$ cat src/rtl/tk1_spi_target_pkg.sv
// Shared definitions for the tk1 SPI target: register map, STATUS layout and FSM states.
package tk1_spi_target_pkg;

    localparam logic [7:0] ADDR_STATUS  = 8'h00;
    localparam logic [7:0] ADDR_RX_DATA = 8'h01;
    localparam logic [7:0] ADDR_TX_DATA = 8'h02;
    localparam logic [7:0] ADDR_CTRL    = 8'h03;

    localparam int STAT_RX_VALID = 0;
    localparam int STAT_TX_EMPTY = 1;
    localparam int STAT_OVERRUN  = 2;
    localparam int STAT_SELECTED = 3;

    typedef enum logic {
        ST_IDLE   = 1'b0,
        ST_ACTIVE = 1'b1
    } state_e;

    function automatic logic [31:0] status_word(input logic selected, input logic overrun,
                                                input logic tx_empty, input logic rx_valid);
        logic [31:0] w;
        w = 32'h0;
        w[STAT_SELECTED] = selected;
        w[STAT_OVERRUN]  = overrun;
        w[STAT_TX_EMPTY] = tx_empty;
        w[STAT_RX_VALID] = rx_valid;
        return w;
    endfunction

endpackage

$ cat src/rtl/tk1_spi_target_if.sv
// Core bus (8-bit word address, 32-bit data, zero wait states) between firmware and the SPI target.
interface tk1_spi_target_if;
    logic        cs;
    logic        we;
    logic [7:0]  address;
    logic [31:0] write_data;
    logic [31:0] read_data;
    logic        ready;

    modport master (output cs, we, address, write_data, input read_data, ready);
    modport slave  (input cs, we, address, write_data, output read_data, ready);
endinterface

$ cat src/rtl/tk1_spi_target_sync.sv
// Multi-flop synchroniser for one asynchronous SPI pin, with a history flop for edge strobes.
module tk1_spi_target_sync #(
    parameter int   SYNC_STAGES = 2,
    parameter logic RESET_VAL   = 1'b0
) (
    input  logic clk,
    input  logic reset_n,
    input  logic async_i,
    output logic level_o,
    output logic rise_o,
    output logic fall_o
);

    logic [SYNC_STAGES-1:0] sync_q;
    logic                   hist_q;

    always_ff @(posedge clk or negedge reset_n) begin
        if (!reset_n) begin
            sync_q <= {SYNC_STAGES{RESET_VAL}};
            hist_q <= RESET_VAL;
        end else begin
            sync_q <= {sync_q[SYNC_STAGES-2:0], async_i};
            hist_q <= sync_q[SYNC_STAGES-1];
        end
    end

    assign level_o = sync_q[SYNC_STAGES-1];
    assign rise_o  = level_o & ~hist_q;
    assign fall_o  = ~level_o & hist_q;

endmodule

$ cat src/rtl/tk1_spi_target.sv
// SPI mode-0 target (MSB first, 8-bit frames) with a polled core-bus register interface.
module tk1_spi_target
    import tk1_spi_target_pkg::*;
#(
    parameter int         SYNC_STAGES = 2,
    parameter logic [7:0] FILL_BYTE   = 8'hff
) (
    input  logic             clk,
    input  logic             reset_n,
    input  logic             spi_clk,
    input  logic             spi_cs_n,
    input  logic             spi_mosi,
    output logic             spi_miso,
    output logic             rx_irq,
    tk1_spi_target_if.slave  bus
);

    logic sclk_rise, sclk_fall, sclk_lvl;
    logic cs_fall, cs_rise, cs_n_lvl;
    logic mosi_s, mosi_rise, mosi_fall;

    tk1_spi_target_sync #(.SYNC_STAGES(SYNC_STAGES), .RESET_VAL(1'b0)) u_sync_sclk (
        .clk(clk), .reset_n(reset_n), .async_i(spi_clk),
        .level_o(sclk_lvl), .rise_o(sclk_rise), .fall_o(sclk_fall));

    tk1_spi_target_sync #(.SYNC_STAGES(SYNC_STAGES), .RESET_VAL(1'b1)) u_sync_cs (
        .clk(clk), .reset_n(reset_n), .async_i(spi_cs_n),
        .level_o(cs_n_lvl), .rise_o(cs_rise), .fall_o(cs_fall));

    tk1_spi_target_sync #(.SYNC_STAGES(SYNC_STAGES), .RESET_VAL(1'b0)) u_sync_mosi (
        .clk(clk), .reset_n(reset_n), .async_i(spi_mosi),
        .level_o(mosi_s), .rise_o(mosi_rise), .fall_o(mosi_fall));

    logic unused_sigs;
    assign unused_sigs = sclk_lvl ^ cs_n_lvl ^ mosi_rise ^ mosi_fall ^ (^bus.write_data[31:8]);

    state_e     state_q, state_d;
    logic [2:0] bit_ctr_q, bit_ctr_d;
    logic [7:0] shift_in_q, shift_in_d;
    logic [7:0] shift_out_q, shift_out_d;
    logic [7:0] rx_reg_q, rx_reg_d;
    logic [7:0] tx_reg_q, tx_reg_d;
    logic       rx_valid_q, rx_valid_d;
    logic       overrun_q, overrun_d;
    logic       tx_empty_q, tx_empty_d;
    logic       byte_done_q, byte_done_d;
    logic       rx_irq_q;

    logic rd_en, wr_en, rd_rx, wr_tx, wr_ctrl;
    logic load, complete;
    logic selected;

    assign rd_en   = bus.cs & ~bus.we;
    assign wr_en   = bus.cs & bus.we;
    assign rd_rx   = rd_en && (bus.address == ADDR_RX_DATA);
    assign wr_tx   = wr_en && (bus.address == ADDR_TX_DATA);
    assign wr_ctrl = wr_en && (bus.address == ADDR_CTRL);

    assign selected  = (state_q == ST_ACTIVE);
    assign bus.ready = bus.cs;
    assign spi_miso  = selected ? shift_out_q[7] : 1'b1;
    assign rx_irq    = rx_irq_q;

    always_comb begin
        bus.read_data = 32'h0;
        if (rd_en) begin
            case (bus.address)
                ADDR_STATUS:  bus.read_data = status_word(selected, overrun_q, tx_empty_q, rx_valid_q);
                ADDR_RX_DATA: bus.read_data = {24'h0, rx_reg_q};
                default:      bus.read_data = 32'h0;
            endcase
        end
    end

    always_comb begin
        state_d     = state_q;
        bit_ctr_d   = bit_ctr_q;
        shift_in_d  = shift_in_q;
        shift_out_d = shift_out_q;
        rx_reg_d    = rx_reg_q;
        tx_reg_d    = tx_reg_q;
        rx_valid_d  = rx_valid_q;
        overrun_d   = overrun_q;
        tx_empty_d  = tx_empty_q;
        byte_done_d = byte_done_q;
        load        = 1'b0;
        complete    = 1'b0;

        // cs_rise is checked first so a deselect beats a coincident clock edge
        case (state_q)
            ST_IDLE: begin
                if (cs_fall) begin
                    state_d   = ST_ACTIVE;
                    bit_ctr_d = 3'd0;
                    load      = 1'b1;
                end
            end
            ST_ACTIVE: begin
                if (cs_rise) begin
                    state_d     = ST_IDLE;
                    bit_ctr_d   = 3'd0;
                    byte_done_d = 1'b0;
                end else begin
                    if (sclk_rise) begin
                        shift_in_d = {shift_in_q[6:0], mosi_s};
                        bit_ctr_d  = bit_ctr_q + 3'd1;
                        if (bit_ctr_q == 3'd7) begin
                            complete    = 1'b1;
                            rx_reg_d    = {shift_in_q[6:0], mosi_s};
                            byte_done_d = 1'b1;
                        end
                    end
                    if (sclk_fall) begin
                        if (byte_done_q) begin
                            load        = 1'b1;
                            byte_done_d = 1'b0;
                        end else begin
                            shift_out_d = {shift_out_q[6:0], 1'b1};
                        end
                    end
                end
            end
            default: state_d = ST_IDLE;
        endcase

        if (load) shift_out_d = tx_empty_q ? FILL_BYTE : tx_reg_q;

        // A firmware write overrides the "consumed" flag of a coincident reload
        if (wr_tx) begin
            tx_reg_d   = bus.write_data[7:0];
            tx_empty_d = 1'b0;
        end else if (load) begin
            tx_empty_d = 1'b1;
        end

        if (complete)   rx_valid_d = 1'b1;
        else if (rd_rx) rx_valid_d = 1'b0;

        if (complete && rx_valid_q && !rd_rx)       overrun_d = 1'b1;
        else if (wr_ctrl && bus.write_data[0])      overrun_d = 1'b0;
    end

    always_ff @(posedge clk or negedge reset_n) begin
        if (!reset_n) begin
            state_q     <= ST_IDLE;
            bit_ctr_q   <= 3'd0;
            shift_in_q  <= 8'h00;
            shift_out_q <= FILL_BYTE;
            rx_reg_q    <= 8'h00;
            tx_reg_q    <= 8'h00;
            rx_valid_q  <= 1'b0;
            overrun_q   <= 1'b0;
            tx_empty_q  <= 1'b1;
            byte_done_q <= 1'b0;
            rx_irq_q    <= 1'b0;
        end else begin
            state_q     <= state_d;
            bit_ctr_q   <= bit_ctr_d;
            shift_in_q  <= shift_in_d;
            shift_out_q <= shift_out_d;
            rx_reg_q    <= rx_reg_d;
            tx_reg_q    <= tx_reg_d;
            rx_valid_q  <= rx_valid_d;
            overrun_q   <= overrun_d;
            tx_empty_q  <= tx_empty_d;
            byte_done_q <= byte_done_d;
            rx_irq_q    <= rx_valid_q;
        end
    end

endmodule
$ cat src/flat_wrapper.sv
// flat-port wrapper written by rule: the top's interface ports become plain ports
module tk1_spi_target_flat import tk1_spi_target_pkg::*;
#(
    parameter int         SYNC_STAGES = 2,
    parameter logic [7:0] FILL_BYTE   = 8'hff
)
  (clk, reset_n, spi_clk, spi_cs_n, spi_mosi, spi_miso, rx_irq, bus_cs, bus_we, bus_address, bus_write_data, bus_read_data, bus_ready);
  tk1_spi_target_if bus_i ();
  input  logic clk;
  input  logic reset_n;
  input  logic spi_clk;
  input  logic spi_cs_n;
  input  logic spi_mosi;
  output logic spi_miso;
  output logic rx_irq;
  input wire logic [$bits(bus_i.cs)-1:0] bus_cs;
  input wire logic [$bits(bus_i.we)-1:0] bus_we;
  input wire logic [$bits(bus_i.address)-1:0] bus_address;
  input wire logic [$bits(bus_i.write_data)-1:0] bus_write_data;
  output wire logic [$bits(bus_i.read_data)-1:0] bus_read_data;
  output wire logic [$bits(bus_i.ready)-1:0] bus_ready;
  assign bus_i.cs = bus_cs;
  assign bus_i.we = bus_we;
  assign bus_i.address = bus_address;
  assign bus_i.write_data = bus_write_data;
  assign bus_read_data = bus_i.read_data;
  assign bus_ready = bus_i.ready;
  tk1_spi_target #(.SYNC_STAGES(SYNC_STAGES), .FILL_BYTE(FILL_BYTE)) u_core (.clk(clk), .reset_n(reset_n), .spi_clk(spi_clk), .spi_cs_n(spi_cs_n), .spi_mosi(spi_mosi), .spi_miso(spi_miso), .rx_irq(rx_irq), .bus(bus_i));
endmodule
$ cat config.mk
export PLATFORM = sky130hd
export DESIGN_NAME = tk1_spi_target_flat
export DESIGN_NICKNAME = d
export VERILOG_FILES = /design/src/rtl/tk1_spi_target_pkg.sv /design/src/rtl/tk1_spi_target_if.sv /design/src/rtl/tk1_spi_target_sync.sv /design/src/rtl/tk1_spi_target.sv /design/src/flat_wrapper.sv
export SDC_FILE = /design/constraint.sdc
export NUM_CORES = 1
export LEC_CHECK = 0
export ABC_AREA = 1
export CAP_MARGIN = 40
export CORE_MARGIN = 1
export CORE_UTILIZATION = 41
export DETAILED_ROUTE_END_ITERATION = 6
export PLACE_DENSITY_LB_ADDON = 0.05
export SYNTH_ARGS = -nofsm -noshare
export SYNTH_HDL_FRONTEND = slang
export SYNTH_SLANG_ARGS = --single-unit
$ cat constraint.sdc
create_clock -name clk -period 1.61 [get_ports clk]
set_clock_uncertainty 0.2 [all_clocks]
set_input_delay 0.2415 -clock clk [delete_from_list [all_inputs] [get_ports clk]]
set_output_delay 0.2415 -clock clk [all_outputs]
set_load 0.03 [all_outputs]
==> results.md, run 1 <==
- Summed over all cells, the static leakage comes to 0.00164 µW.
- The mapped cell area is 2430 µm².
- The number of nets in the layout is 405.
- The layout has 529 filler cells.
- In this run the worst path has a maximum fanout of 3.
- The first global-routing pass estimated 7940 µm of wire.
- The die covers 6250 µm².
- The detailed-route vias per instance is 4.42.
- The share of final-layout standard cells stronger than drive strength 1 is 34.7%.
- In the final layout, the multi-input gates occupy 1080 µm².
- Setup repair after global routing could not meet its margin everywhere.
- In the final routed layout, each cell accounts on average for 11.3 µm.
- The root buffer cell is sky130_fd_sc_hd__clkbuf_8.
- The sequential share of power is 49.3%.
- The worst-case reg-to-reg path depth is 10.
- Detailed routing placed a total of 2480 µm of wire on met2.
- IR analysis of the VDD net gives a maximum drop of 0.000650 V.
- The cell that appears most often on the critical path is sky130_fd_sc_hd__buf_4.
- The longest clock path from root to sink contains 2 buffers.
- Summed over all layers, the routed wires come to 4860 µm.
- Of all flip-flops after synthesis, the portion carrying an async set or reset was 100%.
- The final global-route overflow total is 0.
- The Yosys step of the flow raised 0 warnings.
- The worst hold path terminates at u_core.u_sync_cs.sync_q[0].
- For this run, the leading register cell type out of synthesis is sky130_fd_sc_hd__dfrtp_1.
- The core region is 5610 µm².
- The via count of the first global-routing pass was 1,786.
- The number of antenna violations at the first check in global routing is 0.
- The global placement routability congestion is 0.720.
- The starting density of the core is 43.4%.
- The total power density per cell area is 873 nW/µm².
- STA classifies the critical path endpoint as an output pin.
- The flow ran to the end, and the final reports show no timing, DRC or antenna violations.
- The portion of total power attributed to the clock network is 30.3%.
- Across the whole layout, storage elements account for 1220 µm².
- The area growth from synthesis to final layout is 36.9%.
- The number of synthesized flops with an enable pin is 0.
- The final worst slack is 15.1 ps.
- The hold path startpoint is spi_cs_n.
- In this run the count of I/O pins placed on the die edge is 82.
- Clock latency on the worst-skew pair, taken at its later pin, is 300 ps.
- The largest single stage delay on the critical path is 200 ps.
- The routed design uses 129 µm of met3 wire.
- The setup slack after placement is -361 ps.
- The number of standard-cell rows in the floorplan is 27.
- Counting instances in the post-synthesis netlist gives the leading cell types as sky130_fd_sc_hd__nand2_1 (66), sky130_fd_sc_hd__inv_1 (48), sky130_fd_sc_hd__dfrtp_1 (36).
- The slowest stage of the critical path is the sky130_fd_sc_hd__clkdlybuf4s15_2 cell.
- From bottom edge to top edge, the die measures 79.1 µm.
- Among cell families on the critical path, the largest total delay comes from buffers and inverters.
- The library cell with the largest summed area after synthesis is sky130_fd_sc_hd__dfrtp_1.
- The min-delay analysis places its worst path in the category in2reg.
- Sequential cells were found to cover 49.9% of the synthesized design area.
- The number of synthesized register bits is 48.
- Along the worst hold path, the cell count comes to 1.
- The cell with the most instances after synthesis is sky130_fd_sc_hd__nand2_1.
- Of the total power, combinational logic draws 20.4%.
- The number of buffers added by the clock tree synthesis step is 5.
- Setup violations remaining at the end of the flow were counted as 0.
- Entering global routing, the biggest net connects 21 pins.
- Internal power comes to 2070 µW.
- The number of nets still failing antenna checks after routing is 0.
- The detailed placement HPWL is 3250 µm.
- At the worst endpoint, the arrival time is 1150 ps.
- The count of routing violations after the opening detailed-route iteration is 59.
- Adding up every negative setup slack in the final design gives 0 ps.
- The met1 routed wirelength after detailed routing is 2140 µm.
- The post-synthesis area per instance is 8.43 µm².
- Of the post-synthesis cell area, the dominant cell type holds 37.0%.
- The worst path uses 99.1% of the clock period.
- Global routing consumed, over all layers together, 16.4% of the routing resources.
- Counting every sink on the clock net gives 48.
- The achievable clock frequency is 627 MHz.
- In this run the number of H-tree levels came out at 2.
- The total DRC errors in the routed layout is 0.
- The fraction of power spent switching nets is 28.9%.
- The critical path class is in2out.
- The CTS clock-pin slew for the worst setup and hold paths is 90 ps.
- The width of the die is 79.1 µm.
- After synthesis, the netlist uses 26 different library cells.
- Summed over all nets, the switching power comes to 842 µW.
- Summing over every cut layer, the via total after detailed routing is 1,898.
- The worst register-to-register path ends at u_core.shift_out_q[7].
- The number of max-slew violations in the final report is 0.
- The signal on the critical path passes through clkdlybuf4s15_2 > nor3_2 > buf_4 > nand2_1 > o21ai_1 > buf_4.
- The clock period could shrink to 1590 ps.
- The synthesized instance count is 289.
- Setup slack on the worst reg-to-reg path comes out at 60 ps.
- The startpoint identified for the worst register-to-register timing path is u_core.u_sync_cs.hist_q.
- STA puts the critical path data required time at 1170 ps.
- The final hold violation count is 0.
- The kind of launch point of the worst setup path is a primary input.
- Max-cap violations in this run came to 0.
- The first detailed-routing pass ran for 4 iterations.
- In this run the top signal layer used is met4.
- By area the synthesized netlist is led by sky130_fd_sc_hd__dfrtp_1 (37%), sky130_fd_sc_hd__dfstp_2 (13%), sky130_fd_sc_hd__nand2_1 (10%).
- The number of antenna diodes in the final layout is 0.
- Buffers placed on the I/O ports in this run total 33.
- The critical path contains buffers and inverters numbering 3 combined.
- The clock tree from TritonCTS is done.
[layout by cell type (no fill, tap or decap), types with 8 or more instances in the layout]
master,n
sky130_fd_sc_hd__clkdlybuf4s50_1,11
sky130_fd_sc_hd__dfstp_2,12
sky130_fd_sc_hd__buf_6,13
sky130_fd_sc_hd__o21ai_0,17
sky130_fd_sc_hd__inv_1,44
sky130_fd_sc_hd__buf_4,25
sky130_fd_sc_hd__dfrtp_1,35
sky130_fd_sc_hd__conb_1,24
sky130_fd_sc_hd__o21ai_1,14
sky130_fd_sc_hd__nand3_1,19
sky130_fd_sc_hd__nor2_2,8
sky130_fd_sc_hd__nand2_1,61
[per-layer routing]
metal | vias up | global-route usage [%]
li1 | 983 | -
met1 | 877 | 21.1
met2 | 27 | 26.9
met3 | 11 | 3.68
met4 | 0 | 6.36
met5 | - | 0
[worst max path at each step]
stage                                  from                     to  slack [ps]  depth (start not counted)
floorplan                    bus_address[3]       bus_read_data[2]         -60                          5
global placement             bus_address[3]       bus_read_data[3]        -330                          8
detailed placement           bus_address[3]       bus_read_data[3]        -360                          8
CTS                 u_core.u_sync_cs.hist_q  u_core.shift_out_q[3]          -4                          8
global route                 bus_address[0]       bus_read_data[2]         -70                          6
finish                       bus_address[0]       bus_read_data[2]          20                          6
[power by group through the flow]
stage	registers, µW	clock network (µW)	logic (µW)
2_1_floorplan	1450	0	393
6_report	1430	883	593
3_5_place_dp	1460	0	526
5_1_grt	1450	961	674
4_1_cts	1440	923	537
3_3_place_gp	1460	0	523
[repair_timing]
item | in CTS | in global routing
hold buffers | 1 | 0
resized for setup | 46 | 39
hold endpoints to repair | 41 | 0
setup buffers | 7 | 5
setup endpoints to repair | 10 | 38
gates cloned | 0 | 3
pin swaps | 9 | 11
[state kept, by name, indices dropped and copies added (netlist names)]
signal	cells
u_core.bit_ctr_q	3
u_core.rx_valid_q	1
u_core.tx_empty_q	1
u_core.u_sync_sclk.sync_q	2
u_core.selected	1
u_core.u_sync_cs.hist_q	1
u_core.rx_irq	1
u_core.shift_out_q	8
u_core.u_sync_mosi.sync_q	2
u_core.tx_reg_q	8
u_core.byte_done_q	1
u_core.u_sync_sclk.hist_q	1
u_core.rx_reg_q	8
u_core.overrun_q	1
u_core.u_sync_cs.sync_q	2
u_core.shift_in_q	7
[stage by stage]
stage               total power, µW  util, %  cell area, µm²  hold WS [ps]  cells
CTS                            2900     55.2            3090           121    423
floorplan                      1840        -            2530          -254    312
global route                   3090     59.5            3330           125    429
finish                         2910     59.5            3330           133    429
global placement               1980     51.6            2890         -45.9    407
detailed placement             1990     51.6            2890         -43.7    407
[kinds of logic (layout without fill, tap and decap cells)]
| family | Yosys count | count (layout) | share of synthesized area (%) |
|---|---|---|---|
| other cells | 1 | 24 | 0.154 |
| compound gates | 35 | 36 | 7.66 |
| fa+ha+maj | 2 | 2 | 1.03 |
| simple gates | 126 | 126 | 24.9 |
| flops | 48 | 48 | 49.9 |
| buf+inv | 77 | 121 | 16.3 |
[final cells by class]
class	instances	share of cell area [%]
Clock buffer	5	2.06
Clock inverter	3	1.43
Inverter	48	5.40
Multi-Input combinational cell	188	32.3
Sequential cell	48	36.5
Tap cell	72	2.70
Timing Repair Buffer	65	19.5
Power figures use the tool's default switching activity.
==> run 2: changes to the inputs <==
- CORE_UTILIZATION: 41 -> 43
- CTS_BUF_LIST: default -> sky130_fd_sc_hd__clkbuf_4
- SLEW_MARGIN: default -> 25
==> run 2 against run 1 <==
The flow now finishes with violations (setup timing); cell area down 6.0%; sequential cell count stayed put; combinational power is 1% lower; critical path depth is 3 lower; fmax is 1.3% lower; non-clock buffer count shrank 11; worst setup slack got worse by 22 ps; utilization down 2.2 points; wire length shrank 3.5%; hold slack worse by 52 ps; via count shrank 2.2%; sequential share of layout area is 2.3 points higher; critical path type is now reg2out; largest power group unchanged.
==> results.md, run 2 (same netlist as run 1, synthesis figures left out) <==
- The time the final worst path needs with I/O delays and setup is 1620 ps.
- After layout, the worst setup slack is -6.68 ps.
- The via count of the first global-routing pass is 1,723.
- The buffering stage count on the worst path with inverters included is 1.
- The core region is 5470 µm².
- The cell sitting at the root of the clock tree is a sky130_fd_sc_hd__clkbuf_4.
- The HPWL after detailed placement is 3190 µm.
- The width of the die is 77.3 µm.
- The cell at the slowest stage of the critical path is sky130_fd_sc_hd__dfstp_2.
- At the worst endpoint, the required time is 1170 ps.
- The kind of launch point of the worst setup path is a flop.
- The CTS clock-pin slew for the worst setup and hold paths is 130 ps.
- The critical path class is reg2out.
- The worst register-to-register path ends at u_core.shift_out_q[1].
- The number of antenna violations at the first check in global routing is 0.
- For this run the aggregate overflow at the end of global routing stands at 0.
- The starting density of the core is 44.5%.
- The clock tree from TritonCTS is done.
- In this run the static leakage power is 0.00154 µW.
- The setup TNS is -10.2 ps.
- The worst hold path depth is 1.
- Data on the critical path arrives at its endpoint at 1180 ps.
- The checks that failed: setup timing.
- The worst setup path is captured at an output pin.
- The portion of the clock cycle consumed by the worst path in the final layout is 100%.
- The kind of cell with the highest combined delay along the critical path is flip-flops.
- The first-pass detailed-route iteration total is 4.
- The count of antenna diodes in the layout is 0.
- The startpoint identified for the worst register-to-register timing path is u_core.u_sync_cs.hist_q.
- The leading cell type in the layout, fill and taps excluded is sky130_fd_sc_hd__nand2_1.
- The routed via count is 1,856.
- The count of max-cap constraint violations is 0.
- In this run the worst path has a maximum fanout of 2.
- The worst-case reg-to-reg path depth is 10.
- The area growth from synthesis to layout is 28.7%.
- Setup repair after global routing could not meet its margin everywhere.
- The final hold violation count came to 0.
- Once layout is complete, the utilization of the core stands at 57.2%.
- The final standard cell count with taps included and fillers excluded is 418.
- The peak supply drop is 0.000480 V.
- Dividing the detail-routed wire length by the instance count gives 11.2 µm.
- The top cell types in the final layout, fill and taps aside, are sky130_fd_sc_hd__nand2_1 (56), sky130_fd_sc_hd__inv_1 (42), sky130_fd_sc_hd__dfrtp_1 (35).
- The global placement routability congestion is 0.742.
- The largest registers in the layout are u_core.rx_reg_q x8, u_core.shift_out_q x8, u_core.tx_reg_q x8.
- The latest clock arrival within the worst-skew pair is 360 ps.
- The share of final-layout standard cells stronger than drive strength 1 is 32.9%.
- After floorplanning, the core was divided into 27 placement rows.
- The total power density per cell area is 864 nW/µm².
- The type of the most critical hold path is in2reg.
- Entering global routing, the biggest net connects 37 pins.
- The first-pass GRT wire length is 7920 µm.
- The routed wire length is 4690 µm.
- After detailed routing, the number of remaining DRC violations is 0.
- The floorplan step defined a die boundary enclosing 5970 µm².
- For hold timing, the worst endpoint is u_core.u_sync_cs.sync_q[0].
- The detailed-route vias per instance is 4.44.
- The count of nets left with antenna violations once routing finished came out at 0.
- The number of sinks handled by clock tree synthesis is 48.
- The vertical extent of the die is 77.3 µm.
- The hold path startpoint is spi_cs_n.
- Including well taps, the total number of placed cells is 401.
- The number of max-slew violations in the final report came to 0.
- Across every metal layer, demand over resource in global routing totals 17.0%.
- In this design, the stage delay of the slowest critical-path cell is 570 ps.
- The quantity of I/O buffers inserted on ports is 33.
- Setup violations remaining at the end of the flow were counted as 2.
- The run finished, with violations left.
- The maximum root-to-sink buffer count is 2.
- The signal on the critical path passes through nand3_2 > nand2_2 > buf_6.
- After the first detailed-routing iteration, the DRC count stood at 49.
- TritonCTS created 5 clock buffers.
- In this run the register-to-register setup slack is 50 ps.
- The number of top-level pins is 82.
- The clock tree synthesis step divided the H-tree into 2 levels.
- The number of nets in the layout is 394.
- For this run, the top clock speed supported by timing is 619 MHz.
run 2: layout make-up:
cell class                 instances  area (µm²)
fill                             543        2340
sequential                        48        1220
multi-input combinational        188        1070
timing repair buffer              54         498
inverter                          48         180
tap                               72        90.1
clock buffer                       5        37.5
clock inverter                     3        37.5
run 2: worst max-delay path by stage:
| stage | from | end | slack (ps) | cells after the start |
|---|---|---|---|---|
| 3_3_place_gp | bus_address[3] | bus_read_data[3] | -350 | 8 |
| 3_5_place_dp | bus_address[3] | bus_read_data[2] | -370 | 8 |
| 2_1_floorplan | bus_address[3] | bus_read_data[2] | -60 | 5 |
| 5_1_grt | u_core.tx_empty_q | bus_read_data[1] | -70 | 3 |
| 6_report | u_core.tx_empty_q | bus_read_data[1] | -7 | 3 |
| 4_1_cts | u_core.tx_empty_q | bus_read_data[1] | -50 | 3 |
run 2: repair_timing:
action | in CTS | in global routing
gates resized for setup | 47 | 38
hold buffers | 1 | 0
cloned | 1 | 0
pin swaps | 9 | 15
endpoints found under the hold margin | 41 | 0
setup buffers | 5 | 3
endpoints found under the setup margin | 17 | 33
run 2: worst reg2reg max path, cell delays in order, from the launching register on:
cell                      delay (ps)
sky130_fd_sc_hd__dfstp_2         570
sky130_fd_sc_hd__inv_2            50
sky130_fd_sc_hd__nand2_4         120
sky130_fd_sc_hd__nand2_8         100
sky130_fd_sc_hd__nor2_4          110
sky130_fd_sc_hd__nor2_4           40
sky130_fd_sc_hd__buf_12          150
sky130_fd_sc_hd__nand2_2          60
sky130_fd_sc_hd__nand2_1          40
sky130_fd_sc_hd__nand2_1          50
sky130_fd_sc_hd__inv_1            40
run 2: per-layer routing:
metal	up-vias	track usage [%]	wire (µm)
met5	-	0	0
met3	4	3.93	145
met1	866	21.8	2130
met2	30	28.6	2380
li1	956	-	-
met4	0	5.09	32
run 2: power breakdown:
| part | leakage [µW] | internal (µW) | switching [µW] |
|---|---|---|---|
| Sequential | 0.000593 | 1380 | 55.7 |
| Combinational | 0.000910 | 213 | 374 |
| Clock | 0.0000403 | 318 | 369 |
| Total | 0.00154 | 1910 | 798 |
run 2: through the flow:
step	setup slack, ps	hold slack (ps)	area, µm²	power [µW]
after floorplan	-56.0	-254	2530	1840
after CTS	-48.0	61.1	3020	2710
after global routing	-74.8	53.6	3130	2870
after detailed placement	-373	-27.7	2850	1970
final	-6.68	81.2	3130	2710
after global placement	-354	-37.0	2850	1960
==> run 3: changes to the inputs <==
- CORE_MARGIN: 1 -> 4
==> run 3 against run 2 <==
The run still ends with setup timing left; cell count up 3.6%; register-to-register slack worse by 20 ps; first-iteration DRC count down 22%; critical path type unchanged; critical endpoint is now bus_read_data[3]; largest cell class unchanged.
==> results.md, run 3 (same netlist as run 1, synthesis figures left out) <==
- The run finished, with violations left.
- In this run the tool buffered the top-level ports with 33 buffer cells.
- Of the total power, registers draw 55.1%.
- The area growth from synthesis to final layout is 35.7%.
- The number of max-slew violations in the final report is 0.
- In this run switching power makes up 31.5% of total power.
- The count of antenna diodes in the layout is 0.
- The root buffer cell is sky130_fd_sc_hd__clkbuf_4.
- The via count of the first global-routing pass came to 1,720.
- The number of setup violations in the final report is 2.
- Detailed placement ended at an HPWL of 3450 µm.
- The routed layout has 1,912 vias.
- The worst hold path begins at spi_cs_n.
- The number of nets in the layout is 409.
- In this run the register-to-register setup slack is 30 ps.
- The critical path startpoint is u_core.selected.
- The largest registers in the layout are u_core.rx_reg_q x8, u_core.shift_out_q x8, u_core.tx_reg_q x8.
- In the post-route analysis, the smallest setup slack over all paths is -27.7 ps.
- The smallest hold slack is 66.6 ps.
- The detail route stage leaves a number of antenna-violating nets equal to 0.
- The worst path uses 102% of the clock period.
- The number of antenna violations at the first check in global routing was 0.
- The final hold violation count is 0.
- The portion of total power attributed to the clock network is 21.2%.
- The H-tree level count is 2.
- The critical path is of the reg2out type.
- In this run the worst path has a maximum fanout of 5.
- For this configuration, the core starts out at a cell density of 44.2%.
- The total power density per cell area is 791 nW/µm².
- Using the TritonRoute via totals, the vias-per-cell ratio works out to 4.42.
- After routing the design area is 3300 µm².
- The die is 83.3 µm wide.
- The leading cell type in the layout, fill and taps excluded is sky130_fd_sc_hd__nand2_1.
- The CTS clock-pin slew for the worst setup and hold paths is 150 ps.
- For this design, the slowest cell found on the critical path is sky130_fd_sc_hd__dfrtp_2.
- Derived from the worst setup path, the maximum achievable clock frequency is 611 MHz.
- Setup repair after global routing could not meet its margin everywhere.
- The buffering stage count on the worst path with inverters included is 2.
- The core occupancy in the finished layout is 60.0%.
- The overall power after layout is 2610 µW.
- The worst register-to-register path begins at u_core.u_sync_cs.sync_q[1].
- The number of clock buffers added by TritonCTS is 5.
- The count of routing violations after the opening detailed-route iteration is 38.
- Summed over all cells, the static leakage comes to 0.00162 µW.
- The maximum root-to-sink buffer count is 2.
- In this run, the combinational gates consume 23.7% of the power.
- STA puts the critical path data arrival time at 1200 ps.
- The number of standard-cell rows in the floorplan is 27.
- In the final routed layout, each cell accounts on average for 11.5 µm.
- After global routing the overflow that remains totals 0.
- The kind of launch point of the worst setup path is a flop.
- The largest incremental delay on the critical path is 470 ps.
- The clock drives 48 sinks.
- The peak supply drop is 0.000599 V.
- The post-placement cell area is 2900 µm².
- Measured along the y axis, the die boundary spans 83.3 µm.
- The clock tree from TritonCTS is done.
- At the worst endpoint, the required time is 1170 ps.
- Summed over all nets, the switching power comes to 825 µW.
- Entering global routing, the biggest net connects 24 pins.
- Across the run, the number of max-cap violations was 0.
- The time the final worst path needs with I/O delays and setup is 1640 ps.
- The core region is 5510 µm².
- STA classifies the critical path endpoint as an output pin.
- During I/O placement, the number of pins put on the boundary was 82.
- The latest clock arrival within the worst-skew pair is 360 ps.
- The first-pass GRT wire length is 7730 µm.
- Prior to clock tree synthesis, the placed netlist has a worst setup slack of -380 ps.
- The global routing usage summed across all routing layers is 13.6%.
- The area of the die is 6930 µm².
- The routed wire length is 4980 µm.
- The internal portion of the total power is 1790 µW.
- Routability-driven placement finished with a final weighted congestion of 0.724.
- After detailed routing, the number of remaining DRC violations is 0.
- The final reports fail on setup timing.
- In the layout the commonest cells are sky130_fd_sc_hd__nand2_1 (59), sky130_fd_sc_hd__inv_1 (42), sky130_fd_sc_hd__dfrtp_1 (35).
- The top cell family by delay on the critical path is flip-flops.
- The share of final-layout standard cells stronger than drive strength 1 is 36.6%.
- The type of the most critical hold path is in2reg.
- The first-pass detailed-route iteration total is 4.
- The signal on the critical path passes through inv_2 > o21ai_2 > buf_6.
==> run 3: timing repair <==
item / in CTS / in global routing
hold buffers: 1 / 0
endpoints found under the hold margin: 42 / 0
pin swaps: 12 / 10
buffers inserted: 7 / 10
cloned: 1 / 0
setup endpoints to repair: 17 / 23
resized for setup: 50 / 47
==> run 3: power groups by stage <==
stage                     Clock (µW)  Combinational [µW]  Sequential (µW)
after floorplan                    0                 393             1450
after global placement             0                 520             1460
after detailed placement           0                 524             1460
after CTS                        579                 549             1440
after global routing             637                 694             1450
final                            555                 620             1440
==> run 3: layout make-up <==
cell class | count | area (µm²)
clock buffer | 5 | 37.5
sequential | 48 | 1220
multi-input combinational | 188 | 1110
fill | 512 | 2200
clock inverter | 3 | 17.5
timing repair buffer | 69 | 652
tap | 72 | 90.1
inverter | 48 | 180
==> run 3: per-layer routing <==
| metal | global-route usage (%) | routed length (µm) | vias up |
|---|---|---|---|
| met2 | 23.6 | 2620 | 29 |
| met5 | 0 | 0 | - |
| met4 | 3.57 | 54 | 0 |
| met1 | 16.9 | 2110 | 886 |
| li1 | - | - | 992 |
| met3 | 3.37 | 193 | 5 |
==> run 3: path summary, 6_finish.rpt <==
check	depth (start not counted)	to
worst max-delay path	3	bus_read_data[3]
worst min-delay path	1	u_core.u_sync_cs.sync_q[0]
worst max register to register	9	u_core.shift_out_q[3]
worst min register to register	0	u_core.u_sync_mosi.sync_q[1]
max in group asynchronous	3	u_core.shift_out_q[4]
min in group asynchronous	2	u_core.tx_reg_q[2]
==> run 3: through the flow <==
stage | TNS [ps] | std cells
2_1_floorplan | -217 | 312
5_1_grt | -710 | 433
3_3_place_gp | -4380 | 408
4_1_cts | -204 | 425
6_report | -47.9 | 433
3_5_place_dp | -4610 | 408
